`config.mk`:
```
export PLATFORM = sky130hd
export DESIGN_NAME = mac_acc_pipe
export DESIGN_NICKNAME = d
export VERILOG_FILES = /design/src/rtl/mac_acc_pipe.sv
export SDC_FILE = /design/constraint.sdc
export NUM_CORES = 1
export LEC_CHECK = 0
export ABC_AREA = 1
export BUFFER_PORTS_ARGS = -buffer_cell sky130_fd_sc_hd__buf_2
export CORE_MARGIN = 4
export CORE_UTILIZATION = 55
export CTS_CLUSTER_DIAMETER = 40
export DETAILED_ROUTE_END_ITERATION = 8
export HOLD_SLACK_MARGIN = 0.05
export PLACE_DENSITY = 0.79
export SYNTH_ARGS = -nofsm -noshare
export SYNTH_HDL_FRONTEND = slang
export SYNTH_SLANG_ARGS = --single-unit
```
`constraint.sdc`:
```
create_clock -name clk -period 4.7 [get_ports clk]
set_input_delay 0.235 -clock clk [delete_from_list [all_inputs] [get_ports clk]]
set_output_delay 0.235 -clock clk [all_outputs]
set_load 0.01 [all_outputs]
```
`src/rtl/mac_acc_pipe.sv`:
```
// Pipelined N-lane multiply-accumulate for the psum write path. It registers the lane
// products, then adds them and accumulates. It holds one psum at a valid/ready output.
module mac_acc_pipe #(
    parameter int bw      = 4,
    parameter int psum_bw = 16,
    parameter int lanes   = 4,
    parameter int len_bw  = 8,
    parameter bit sat_en  = 1'b1
) (
    input  logic                clk,
    input  logic                reset,
    input  logic                in_valid,
    output logic                in_ready,
    input  logic [lanes*bw-1:0] a,
    input  logic [lanes*bw-1:0] b,
    input  logic [psum_bw-1:0]  c_in,
    input  logic [len_bw-1:0]   acc_len,
    input  logic                act_signed,
    output logic                out_valid,
    input  logic                out_ready,
    output logic [psum_bw-1:0]  out,
    output logic                ovf
);
    localparam int pw = 2 * bw + 1;
    localparam int lg = $clog2(lanes);
    localparam int sw = pw + lg;
    localparam int aw = psum_bw + 1;

    function automatic logic is_ovf(input logic signed [aw-1:0] v);
        return v[aw-1] != v[aw-2];
    endfunction

    function automatic logic signed [psum_bw-1:0] sat_psum(input logic signed [aw-1:0] v);
        if (sat_en && is_ovf(v))
            return v[aw-1] ? $signed({1'b1, {(psum_bw-1){1'b0}}})
                           : $signed({1'b0, {(psum_bw-1){1'b1}}});
        return v[psum_bw-1:0];
    endfunction

    logic                       stall;
    logic [len_bw-1:0]          cnt;
    logic [len_bw-1:0]          len_q;
    logic [len_bw-1:0]          len_eff;
    logic                       first_beat;
    logic                       last_beat;
    logic signed [pw-1:0]       prod_c [lanes];

    logic                       vld_p1;
    logic                       first_p1;
    logic                       last_p1;
    logic signed [pw-1:0]       prod_p1 [lanes];
    logic signed [psum_bw-1:0]  c_in_p1;

    logic signed [sw-1:0]       lvl [lanes];
    logic signed [psum_bw-1:0]  base;
    logic signed [aw-1:0]       acc_nxt;
    logic signed [psum_bw-1:0]  acc_sat;
    logic                       grp_ovf_nxt;
    logic signed [psum_bw-1:0]  acc_p2;
    logic                       grp_ovf_p2;

    // A waiting psum freezes the whole pipe, so nothing can overtake it.
    assign stall    = out_valid && !out_ready;
    assign in_ready = !stall;

    assign first_beat = (cnt == '0);
    assign len_eff    = (acc_len == '0) ? len_bw'(1) : acc_len;
    assign last_beat  = first_beat ? (len_eff == len_bw'(1)) : (cnt + len_bw'(1) == len_q);

    for (genvar i = 0; i < lanes; i++) begin : g_lane
        logic signed [bw:0]   a_ext;
        logic signed [bw-1:0] b_ext;
        assign a_ext     = act_signed ? $signed({a[i*bw+bw-1], a[i*bw +: bw]})
                                      : $signed({1'b0, a[i*bw +: bw]});
        assign b_ext     = $signed(b[i*bw +: bw]);
        assign prod_c[i] = pw'(a_ext) * pw'(b_ext);
    end

    // ---- stage 1: lane products plus group flags, captured on acceptance ----
    always_ff @(posedge clk) begin
        if (!stall && in_valid) begin
            prod_p1  <= prod_c;
            first_p1 <= first_beat;
            last_p1  <= last_beat;
            c_in_p1  <= $signed(c_in);
        end
    end

    // Balanced pairwise tree reduced in place; lvl[0] ends up holding the full sum.
    always_comb begin
        for (int i = 0; i < lanes; i++) lvl[i] = sw'(prod_p1[i]);
        for (int w = lanes / 2; w >= 1; w = w / 2)
            for (int k = 0; k < w; k++) lvl[k] = lvl[2*k] + lvl[2*k+1];
    end

    // ---- stage 2: accumulate, clamp or wrap, and publish on the last beat ----
    assign base        = first_p1 ? c_in_p1 : acc_p2;
    assign acc_nxt     = aw'(base) + aw'(lvl[0]);
    assign acc_sat     = sat_psum(acc_nxt);
    assign grp_ovf_nxt = (first_p1 ? 1'b0 : grp_ovf_p2) | is_ovf(acc_nxt);

    always_ff @(posedge clk) begin
        if (reset) begin
            cnt        <= '0;
            len_q      <= '0;
            vld_p1     <= 1'b0;
            acc_p2     <= '0;
            grp_ovf_p2 <= 1'b0;
            out_valid  <= 1'b0;
            out        <= '0;
            ovf        <= 1'b0;
        end else if (!stall) begin
            vld_p1 <= in_valid;
            if (in_valid) begin
                cnt <= last_beat ? '0 : cnt + len_bw'(1);
                if (first_beat) len_q <= len_eff;
            end
            if (vld_p1) begin
                acc_p2     <= acc_sat;
                grp_ovf_p2 <= grp_ovf_nxt;
            end
            if (vld_p1 && last_p1) begin
                out       <= acc_sat;
                ovf       <= grp_ovf_nxt;
                out_valid <= 1'b1;
            end else begin
                out_valid <= 1'b0;
            end
        end
    end
endmodule

```
==> flow_summary.toml <==
[yosys]
ys_seq_area_share_pct = 29.3
ys.flop_type = "edfxtp_1"
async_flop_share_pct = 0
yosys.area_share.adder_pct = 27.8
synth.area.top_cells = "fa_1 18%, edfxtp_1 18%, dfxtp_1 11%, inv_1 11%, ha_1 9.8%"
syn-num-nets = 1303
syn_area_um2 = 9090
yosys.area.top_type_share_pct = 18.0
synthXorXnorAreaFrac_pct = 4.91
yosysTopAreaCell = "fa_1"
synth_mux_area_share_pct = 0.110
synth_edf_count = 54
ys_types = 38
synth_compound_area_share_pct = 5.67
synth_warnings = 0
synthSimpleGateAreaFrac_pct = 19.8
ys_ff_latch = 106
syn_area_per_cell_um2 = 8.35
synth_cells = 1089
synth_top_family_by_area = "adder cells"

[setup_path]
crit_chain = "fa_1 -> fa_1 -> inv_1 -> fa_1 -> inv_1 -> ha_1 -> a21oi_1 -> nand2_1 -> a21oi_2 -> nand2_2 -> nand2_1 -> nand2_1 -> nand3_2 -> buf_4 -> nand3_4 -> nor2_1 -> nor2_1"
crit_family = "adder cells"
cp_num_buf_inv = 3
cp.arrival_ns = 4.43
worstSetupPathType = "reg -> reg"
required_ns = 4.95
critPathCaptureType = "flip-flop"
cp_max_fo = 29
crit_path_start_kind = "flip-flop"
crit_path_max_incr_delay_ns = 0.63
crit_slowest_cell = "fa_1"

[global_routing]
grt_antenna_before_repair = 0
grtUsageTotal_pct = 20.2
grt_pass1_wl_um = 30100
grt_max_degree = 57
grt_overflow_total = 0
grt_pass1_vias = 6534

[finish]
fin_nets = 1382
fillers = 1405
n_antenna_cell = 0
area_delta_synth_final_pct = 10.5
drive_gt1_share_pct = 13.7
layout.cells.non_filler = 1389

[clock_tree]
cts.clk_slew.worst_paths_ns = 0.07
cts.htree.levels = 3
cts_max_path_buffers = 2
cts_tree = "yes"
root_buffer = "clkbuf_16"
numCtsBuffers = 9
cts-resized-gates = 0
clock_latency_ns = 0.36
clock-sinks = 106
postCtsSetupBuffers = 0

[sta]
setup_viol = 0
worst_pin_slew_ns = 1.13
period_needed_ns = 4.18
rsz0062_at_grt = "false"
fmax_mhz = 239
finClkSkew_ns = 0.00953
slew_headroom_pct = 24.7
setup-tns-final_ns = 0
slew_violations = 0
hold_viol_final = 0
fin_ws_ns = 0.518
fin_crit_sh_pct = 89.0

[place]
dpl.cell_count = 1367
finalWeightedCongestion = 0.886
dp_hpwl_um = 14100
io_buffers = 79
pre_cts_slack_ns = 0.503

[floorplan]
die_w_um = 137
io_pins = 80
coreArea_um2 = 16100
die-area_um2 = 18700
start_util_pct = 56.6
die_height_um = 137
num_rows = 46

[outcome]
status = "finished clean"

[route]
wire_per_inst_um = 12.5
routed_via_density = 4.80
antenna_left = 0
vias = 6673
drtIter0Drc = 309
firstDrtPassIters = 5
totalWireLength_um = 17400
drt_drc_violations_left = 0

[min_path]
hp-class = "in -> reg"

[flow_run]
maxCapViolCount = 0
## per-layer routing
layer | part of all wire, % | up-vias | global-route usage (%)
met5 | 0 | - | 0
met4 | 2.3 | 0 | 7.56
met3 | 3.3 | 22 | 2.24
met2 | 49 | 115 | 33.9
met1 | 46 | 3072 | 27.0
li1 | - | 3464 | -
## layout by cell type (no fill, tap or decap), types with 34 or more instances in the layout
master,n
dfxtp_1,52
xor2_1,34
a21oi_1,51
buf_2,79
nand3_1,46
edfxtp_1,54
o21ai_0,36
fa_1,82
nand2_1,204
nor2_1,78
ha_1,71
inv_1,261
## synthesized netlist by cell type, types with 3 or more instances
cell / number
a21o_1: 3
a21oi_1: 51
a21oi_2: 4
buf_2: 6
clkbuf_1: 9
dfxtp_1: 52
edfxtp_1: 54
fa_1: 82
ha_1: 71
inv_1: 262
inv_2: 7
nand2_1: 204
nand2_2: 10
nand2_4: 9
nand3_1: 46
nand3_2: 13
nor2_1: 78
nor4_1: 3
o21ai_0: 36
or2_2: 16
xnor2_1: 17
xor2_1: 34
## final cells by class
cell class | count | area [µm²] | area share [%]
inverters | 271 | 1020 | 10.1
well taps | 216 | 270 | 2.69
multi-input cells | 693 | 5300 | 52.8
repair buffers | 87 | 470 | 4.68
clock buffers | 9 | 225 | 2.24
clock inverters | 7 | 100 | 0.996
flip-flops and latches | 106 | 2660 | 26.5
## metrics by stage
stage / instance area, µm² / hold WS (ns) / utilization [%]
floorplan: 9090 / 0.334 / -
global placement: 9660 / 0.413 / 60.2
detailed placement: 9660 / 0.413 / 60.2
CTS: 10000 / 0.0507 / 62.5
global route: 10000 / 0.0535 / 62.6
finish: 10000 / 0.0601 / 62.6
## final timing paths
check | to | slack, ns | cells after the start | startpoint
worst min-delay path | c_in_p1[14] | 0.06 | 1 | c_in[14]
worst min register to register | len_q[4] | 0.48 | 2 | len_q[4]
worst max-delay path | grp_ovf_p2 | 0.52 | 17 | prod_p1[26]
worst max register to register | grp_ovf_p2 | 0.52 | 17 | prod_p1[26]
## logic make-up (layout without fill, tap and decap cells)
kind of cell / Yosys count / count (layout)
xor+xnor: 51 / 51
flops: 106 / 106
buf+inv: 290 / 374
mux: 1 / 1
compound gates: 97 / 97
simple gates: 391 / 391
fa+ha+maj: 153 / 153
## state kept, by name (all words and copies together), names as in the netlist
name and cells:
last_p1 1, first_p1 1, prod_p1 18, grp_ovf_p2 1
vld_p1 1, ovf 1, out 16, len_q 8
out_valid 1, cnt 8, c_in_p1 16, acc_p2 16
lvl 18
## worst reg2reg max path: stages (launching register included)
cell and delay, ns:
edfxtp_1 0.40, fa_1 0.53, fa_1 0.63, inv_1 0.20, fa_1 0.57, inv_1 0.04
ha_1 0.37, a21oi_1 0.23, nand2_1 0.09, a21oi_2 0.17, nand2_2 0.07, nand2_1 0.06
nand2_1 0.05, nand3_2 0.05, buf_4 0.34, nand3_4 0.12, nor2_1 0.11, nor2_1 0.05
## timing repair
item	CTS	global route
setup endpoints to repair	0	0
hold endpoints to repair	5	1
hold buffers	5	1
Power is left out: the tool's default activity adds up to more than one toggle a clock period on the data nets, which glitch-free logic cannot reach.
